[src/rtl/count_bcd_sequencer.sv]
// count_bcd_sequencer: run/stop/clear pacing of the up-counter plus iterative binary-to-BCD conversion
module count_bcd_sequencer #(
  parameter int TICK_DIV = 100000
) (
  input  logic        clk,
  input  logic        reset,
  input  logic        start,
  input  logic        stop,
  input  logic        clear,
  input  logic [11:0] count_in,
  output logic        cnt_en,
  output logic        cnt_clr,
  output logic        running,
  output logic        busy,
  output logic [15:0] bcd,
  output logic        bcd_valid
);
  localparam int PW = $clog2(TICK_DIV);
  localparam logic [PW-1:0] TOP = PW'(TICK_DIV - 1);
  typedef enum logic [1:0] {CIDLE, LOAD, SHIFT, DONE} cstate_t;
  cstate_t state, state_n;
  logic [PW-1:0] presc;
  logic [11:0] bin, bin_n;
  logic [15:0] scr, scr_n, adj, bcd_n;
  logic [3:0] iter, iter_n;
  logic trig;
  assign trig = cnt_en | cnt_clr;
  // Run control with clear > stop > start priority; prescaler paces single-cycle counter enables
  always_ff @(posedge clk)
    if (!reset) begin
      running <= 1'b0;
      presc   <= '0;
      cnt_en  <= 1'b0;
      cnt_clr <= 1'b0;
    end else begin
      cnt_clr <= clear;
      cnt_en  <= running && presc == TOP && !stop && !clear;
      running <= (clear || stop) ? 1'b0 : (start || running);
      presc   <= (clear || stop || !running || presc == TOP) ? '0 : presc + PW'(1);
    end
  // Double-dabble step and converter next state; any trigger restarts from LOAD
  always_comb begin
    adj = scr;
    for (int i = 0; i < 4; i++)
      adj[4*i+:4] = scr[4*i+:4] >= 4'd5 ? scr[4*i+:4] + 4'd3 : scr[4*i+:4];
    state_n = state;
    bin_n   = bin;
    scr_n   = scr;
    iter_n  = iter;
    case (state)
      LOAD: begin
        bin_n   = count_in;
        scr_n   = '0;
        iter_n  = '0;
        state_n = SHIFT;
      end
      SHIFT: begin
        {scr_n, bin_n} = {adj, bin} << 1;
        iter_n  = iter + 4'd1;
        state_n = iter == 4'd11 ? DONE : SHIFT;
      end
      DONE:    state_n = CIDLE;
      default: state_n = CIDLE;
    endcase
    if (trig) state_n = LOAD;
    bcd_n = state_n == DONE ? scr_n : bcd;
  end
  // Converter registers; busy and bcd_valid are registered decodes of the next state
  always_ff @(posedge clk)
    if (!reset) begin
      state     <= CIDLE;
      bin       <= '0;
      scr       <= '0;
      iter      <= '0;
      bcd       <= '0;
      busy      <= 1'b0;
      bcd_valid <= 1'b0;
    end else begin
      state     <= state_n;
      bin       <= bin_n;
      scr       <= scr_n;
      iter      <= iter_n;
      bcd       <= bcd_n;
      busy      <= state_n == LOAD || state_n == SHIFT;
      bcd_valid <= state_n == DONE;
    end
endmodule

[config.mk]
export PLATFORM = sky130hd
export DESIGN_NAME = count_bcd_sequencer
export DESIGN_NICKNAME = d
export VERILOG_FILES = /design/src/rtl/count_bcd_sequencer.sv
export SDC_FILE = /design/constraint.sdc
export NUM_CORES = 1
export LEC_CHECK = 0
export CAP_MARGIN = 25
export CORE_MARGIN = 4
export CORE_UTILIZATION = 35
export CTS_CLUSTER_SIZE = 12
export DETAILED_ROUTE_END_ITERATION = 7
export HOLD_SLACK_MARGIN = 0.02
export PLACE_DENSITY_LB_ADDON = 0.3
export SETUP_SLACK_MARGIN = 0.2
export SLEW_MARGIN = 15
export SYNTH_ARGS = -nofsm -noshare
export SYNTH_HDL_FRONTEND = slang
export SYNTH_SLANG_ARGS = --single-unit
[constraint.sdc]
create_clock -name clk -period 2 [get_ports clk]
set_clock_uncertainty 0.15 [all_clocks]
set_input_delay 0.3 -clock clk [delete_from_list [all_inputs] [get_ports clk]]
set_output_delay 0.3 -clock clk [all_outputs]
set_load 0.02 [all_outputs]
==> results of run 1 <==
[worst register-to-register path, delay by kind of cell, from the launching register on]
kind / cells / cell delay, ns
flops: 1 / 0.32
simple gates: 2 / 0.17
buf+inv: 2 / 0.18
compound gates: 2 / 0.54
fa+ha+maj: 2 / 0.47
[cell usage in the layout, fill, tap and decap left out, types with 5 or more instances in the layout]
master	n
mux2i_1	13
nor2_2	6
o21ai_2	9
xnor2_1	5
nand2b_1	5
nand2_1	18
buf_6	5
dfxtp_2	9
ha_1	9
nor2_1	51
buf_4	19
a21o_1	5
a31oi_1	8
a21oi_1	30
xor2_1	8
inv_1	11
clkdlybuf4s50_1	31
a22oi_1	5
clkbuf_8	10
a32oi_1	7
nand3_1	6
dfxtp_1	63
nor2_4	5
and2_1	6
[final timing paths]
| path | from | endpoint | slack (ns) | cells past startpoint |
|---|---|---|---|---|
| setup reg to reg | state[0]$_SDFF_PN0_ | bcd[14]$_SDFFE_PN0P_ | 0.07 | 8 |
| hold / removal | bin[1]$_SDFFE_PN0P_ | bin[1]$_SDFFE_PN0P_ | 0.34 | 2 |
| hold reg to reg | bin[1]$_SDFFE_PN0P_ | bin[1]$_SDFFE_PN0P_ | 0.34 | 2 |
| setup / recovery | state[0]$_SDFF_PN0_ | bcd[14]$_SDFFE_PN0P_ | 0.07 | 8 |
[flip-flops by register name, indices dropped and copies added (netlist names)]
register and flops:
bcd 16, bcd_valid 1, bin 12, busy 1
cnt_clr 1, cnt_en 1, iter 4, presc 17
running 1, scr 16, state 2
[cell families after synthesis]
group                      count (synthesis)  share of synthesized area
AOI/OAI and AO/OA                        101                      0.206
DFF                                       72                      0.443
adders and majority gates                 12                     0.0462
and+or+nand+nor                          126                      0.187
xor gates and xnor gates                  13                     0.0350
buffers and inverters                     34                     0.0423
muxes                                     13                     0.0400
[power by group]
part / internal, mW / switching (mW) / total, mW / leakage (nW)
Clock: 0.735 / 0.529 / 1.26 / 0.106
Combinational: 0.120 / 0.120 / 0.240 / 0.920
Sequential: 1.46 / 0.0154 / 1.48 / 0.587
[layer usage]
metal | part of all wire | up-vias | GRT usage
met5 | 0 | - | 0
met4 | 0.013 | 0 | 0.0399
met3 | 0.038 | 10 | 0.0354
met2 | 0.49 | 57 | 0.221
met1 | 0.46 | 1342 | 0.154
li1 | - | 1441 | -
[final cells by class]
cell class / count / area share
Clock buffer: 11 / 0.0317
Clock inverter: 5 / 0.0179
Inverter: 13 / 0.0109
Multi-Input combinational cell: 265 / 0.433
Sequential cell: 72 / 0.326
Tap cell: 108 / 0.0303
Timing Repair Buffer: 66 / 0.151
[through the flow]
stage | utilization | cell area (um2) | power, mW | cells
2_1_floorplan | - | 3340 | 1.64 | 371
3_3_place_gp | 0.439 | 3900 | 1.72 | 513
3_5_place_dp | 0.439 | 3900 | 1.73 | 513
4_1_cts | 0.474 | 4220 | 3.00 | 534
5_1_grt | 0.502 | 4460 | 3.10 | 540
6_report | 0.502 | 4460 | 2.98 | 540
[what timing repair did]
item	CTS	global route
endpoints found under the setup margin	38	46
gates cloned	0	2
hold endpoints to repair	0	0
hold buffers	0	0
setup buffers	5	4
pin swaps	5	11
gates resized for setup	18	52
==> results.json, run 1 <==
{
  "setup_tns_ns": 0,
  "rsz0062_at_grt": "yes",
  "post_drt_wl_per_cell_um": 13.6,
  "port_buffers": 37,
  "synth_top_area_share": 0.443,
  "fmax_mhz": 517,
  "fin_crit_sh": 0.967,
  "n_antenna_cell": 0,
  "pin_count": 38,
  "synth_enable_flop_cells": 0,
  "max_stage_delay_ns": 0.32,
  "num_vias": 2850,
  "row_count": 34,
  "setup_viol_count_final": 0,
  "place_ws_ns": 0.0155,
  "hp-class": "reg2reg",
  "grt_max_degree": 36,
  "multiInputGateArea_um2": 1930,
  "start_util": 0.366,
  "cts-buffers-inserted": 9,
  "first_iter_violations": 90,
  "leakagePower_nw": 1.61,
  "start_kind": "flop",
  "cap_violations": 0,
  "cp.required_ns": 2.08,
  "yosysMostFrequentCell": "dfxtp_1",
  "seqCellArea_um2": 1450,
  "drv_slew": 0,
  "synth-seq-cells": 72,
  "die_y_um": 104,
  "h-tree-depth": 3,
  "crit_arrival_ns": 2.02,
  "grt_pass1_wl_um": 11700,
  "hold_viol": 0,
  "status": "finished clean",
  "synthArstFlopShare": 0,
  "synth_common_cells": "dfxtp_1 (72), nor2_1 (62), a21oi_1 (33)",
  "worstSetupPathType": "reg2reg",
  "critPathBufInv": 2,
  "drive_gt1_frac": 0.238,
  "syn_inst": 371,
  "clk_pin_slew_ns": 0.08,
  "slowest_stage": "dfxtp_2",
  "syn-cell-area_um2": 3250,
  "cts_tree": "built",
  "cp_common_cell": "ha_4",
  "cts-root-buf": "clkbuf_8",
  "clkSinkCount": 72,
  "drc": 0,
  "p_per_area_nw_per_um2": 668,
  "min_period_ns": 1.93,
  "cp_cell_sequence": "inv_2, ha_4, nand2b_4, nor3_4, a211o_1, ha_4, buf_6, o221a_4",
  "via_per_inst": 5.28,
  "yosys_most_used_dff": "dfxtp_1",
  "syn_avg_cell_area_um2": 8.77,
  "yosys-top-cells-area": "dfxtp_1 (44%), nor2_1 (7.2%), a21oi_1 (5.1%)",
  "dpl.hpwl_um": 4960,
  "tightestPinTransition_ns": 0.370,
  "grt_overflow": 0,
  "globalplace.congestion": 0.818,
  "grt_pass1_vias": 2619,
  "yosysUniqueCellTypes": 47,
  "peakVddDrop_uv": 437,
  "synth_nets": 400,
  "die_area_um2": 10900,
  "fillers": 836,
  "setup_ws_ns": 0.0658,
  "ant_nets": 0,
  "nNetsFinal": 456,
  "core_region_area_um2": 8890,
  "die_x_um": 104,
  "yosysSeqAreaShare": 0.443,
  "antenna_found_initial": 0,
  "cp_max_fo": 7,
  "yosysTopAreaCell": "dfxtp_1",
  "yosys_warnings": 0,
  "max-clock-path-buffers": 2,
  "area_growth_pct": 37.2,
  "track_usage": 0.128,
  "cp-end-kind": "flop",
  "critPathTopFamily": "compound AO/OA/AOI/OAI gates",
  "clk_latency_ns": 0.33,
  "timing.hold.ws_ns": 0.340,
  "routed_wl_um": 7350,
  "maxSlewHeadroom": 0.750,
  "first_pass_iters": 4
}
Power figures use the tool's default switching activity.
==> run 2, diff against run 1 <==
Clock period 2 ns to 1.7 ns, I/O delays scaled along.
==> results.json, run 2 (synthesized netlist as in run 1, its figures left out) <==
{
  "status": "complete, but fails checks",
  "violations": "negative setup slack",
  "r2r_end": "bcd[9]$_SDFFE_PN0P_",
  "combPwrFrac": 0.130,
  "area_growth_pct": 64.5,
  "start_kind": "flop",
  "grt_pass1_wl_um": 15300,
  "tightestPinTransition_ns": 0.468,
  "fillers": 751,
  "multiInputGateArea_um2": 2300,
  "via_per_inst": 5.46,
  "n_antenna_cell": 0,
  "setup_viol_count_final": 64,
  "reg2reg_from": "state[0]$_SDFF_PN0_",
  "cap_violations": 0,
  "p_clk_frac": 0.400,
  "globalplace.congestion": 0.799,
  "grt_overflow": 0,
  "first_iter_violations": 83,
  "power.net_switching_mw": 0.863,
  "maxSlewHeadroom": 0.685,
  "largest_register": "presc",
  "grt_max_degree": 33,
  "post_drt_wl_per_cell_um": 15.9,
  "die_x_um": 104,
  "ff2ff_path_depth": 10,
  "rsz0062_at_grt": "yes",
  "die_area_um2": 10900,
  "rrSetupSlack_ns": -0.31,
  "port_buffers": 37,
  "clk_pin_slew_ns": 0.07,
  "layout_commonest_cell": "dfxtp_1",
  "sw_frac_of_total": 0.233,
  "mostFrequentLayoutCells": "dfxtp_1 (64), nor2_1 (45), buf_4 (39)",
  "dpl.hpwl_um": 5030,
  "cts-root-buf": "clkbuf_8",
  "cp_max_fo": 5,
  "drive_gt1_frac": 0.414,
  "drc": 0,
  "h-tree-depth": 3,
  "grt_pass1_vias": 3194,
  "setup_ws_ns": -0.313,
  "leakagePower_nw": 1.96,
  "max-clock-path-buffers": 2,
  "cts-buffers-inserted": 9,
  "place_ws_ns": -0.238,
  "track_usage": 0.173,
  "clkSinkCount": 72,
  "peakVddDrop_uv": 425,
  "fin_crit_sh": 1.18,
  "hp-start": "start",
  "largest_reg_flops": 17,
  "antenna_found_initial": 0,
  "core_region_area_um2": 8890,
  "p_int_mw": 2.85,
  "cp-end-kind": "flop",
  "timing.hold.ws_ns": 0.346,
  "ant_nets": 0,
  "min_period_ns": 2.01,
  "setup_tns_ns": -8.94,
  "hp-class": "in2reg",
  "seqCellArea_um2": 1450,
  "seq_power_share": 0.469,
  "cp.required_ns": 1.76,
  "cts_tree": "built",
  "hold_viol": 0,
  "routed_wl_um": 9240,
  "ctsHoldBuffers": 0,
  "reg_top3": "presc (17), bcd (16), scr (16)",
  "crit_arrival_ns": 2.08,
  "whs_endpoint": "running$_SDFF_PP0_",
  "first_pass_iters": 6,
  "clk_latency_ns": 0.34,
  "holdPathStages": 2,
  "worstSetupPathType": "reg2reg",
  "nNetsFinal": 498,
  "die_y_um": 104,
  "row_count": 34,
  "p_per_area_nw_per_um2": 694,
  "pin_count": 38,
  "fmax_mhz": 497,
  "num_vias": 3177,
  "drv_slew": 0,
  "start_util": 0.366
}
-- run 2: cell count changes in the layout (fill, tap and decap cells not counted), moves of 7 or more --
| cell | before | now |
|---|---|---|
| buf_4 | 19 | 39 |
| clkdlybuf4s50_1 | 31 | 16 |
| buf_6 | 5 | 12 |
| dlygate4sd2_1 | 2 | 14 |
| a21oi_1 | 30 | 17 |
| nor2_4 | 5 | 12 |
| a21oi_2 | 3 | 16 |
| buf_12 | 3 | 12 |
-- run 2: how the worst max path moves through the flow --
stage	startpoint	to	slack, ns	cells past startpoint
floorplan	state[0]$_SDFF_PN0_	bcd[9]$_SDFFE_PN0P_	-0.23	10
global placement	state[0]$_SDFF_PN0_	bin[0]$_SDFFE_PN0P_	-0.17	8
detailed placement	state[0]$_SDFF_PN0_	bcd[10]$_SDFFE_PN0P_	-0.24	9
CTS	state[0]$_SDFF_PN0_	bcd[0]$_SDFFE_PN0P_	-0.23	9
global route	state[0]$_SDFF_PN0_	bcd[10]$_SDFFE_PN0P_	-0.37	10
finish	state[0]$_SDFF_PN0_	bcd[9]$_SDFFE_PN0P_	-0.31	10
-- run 2: power groups by stage --
stage	clock network [mW]	logic, mW	registers [mW]
floorplan	0	0.136	1.79
global placement	0	0.263	1.77
detailed placement	0	0.265	1.77
CTS	1.53	0.432	1.74
global route	1.59	0.513	1.75
finish	1.49	0.484	1.74
-- run 2: cell type report --
type | instances | area share
repair buffers | 108 | 0.224
clock buffers | 13 | 0.0278
clock inverters | 3 | 0.0122
flip-flops and latches | 72 | 0.271
multi-input cells | 265 | 0.430
well taps | 108 | 0.0253
inverters | 13 | 0.00912
-- run 2: metal layers --
| layer | track usage | up-vias | share of wire |
|---|---|---|---|
| met4 | 0.0769 | 0 | 0.031 |
| met5 | 0 | - | 0 |
| met1 | 0.184 | 1538 | 0.40 |
| li1 | - | 1530 | - |
| met3 | 0.0453 | 25 | 0.040 |
| met2 | 0.317 | 84 | 0.53 |
-- run 2: stage by stage --
step	total power [mW]	instance area, um2	std cells	utilization
floorplan	1.93	3360	371	-
global placement	2.04	4140	540	0.465
detailed placement	2.04	4140	540	0.465
CTS	3.70	5130	575	0.577
global route	3.85	5350	582	0.602
finish	3.71	5350	582	0.602
-- run 2: what timing repair did --
item,4_1_cts,5_1_grt
endpoints found under the hold margin,0,0
pin swaps,45,31
setup endpoints to repair,88,75
gates cloned,5,1
buffers inserted,14,6
resized for setup,149,40
-- run 2: critical path: stages (launching register included) --
cell and delay [ns]:
dfxtp_2 0.33, inv_2 0.04, ha_4 0.25, nand2b_4 0.12
nor3_2 0.04, a211o_1 0.34, ha_4 0.19, buf_12 0.13
buf_6 0.11, o21ai_2 0.13, a31oi_1 0.06
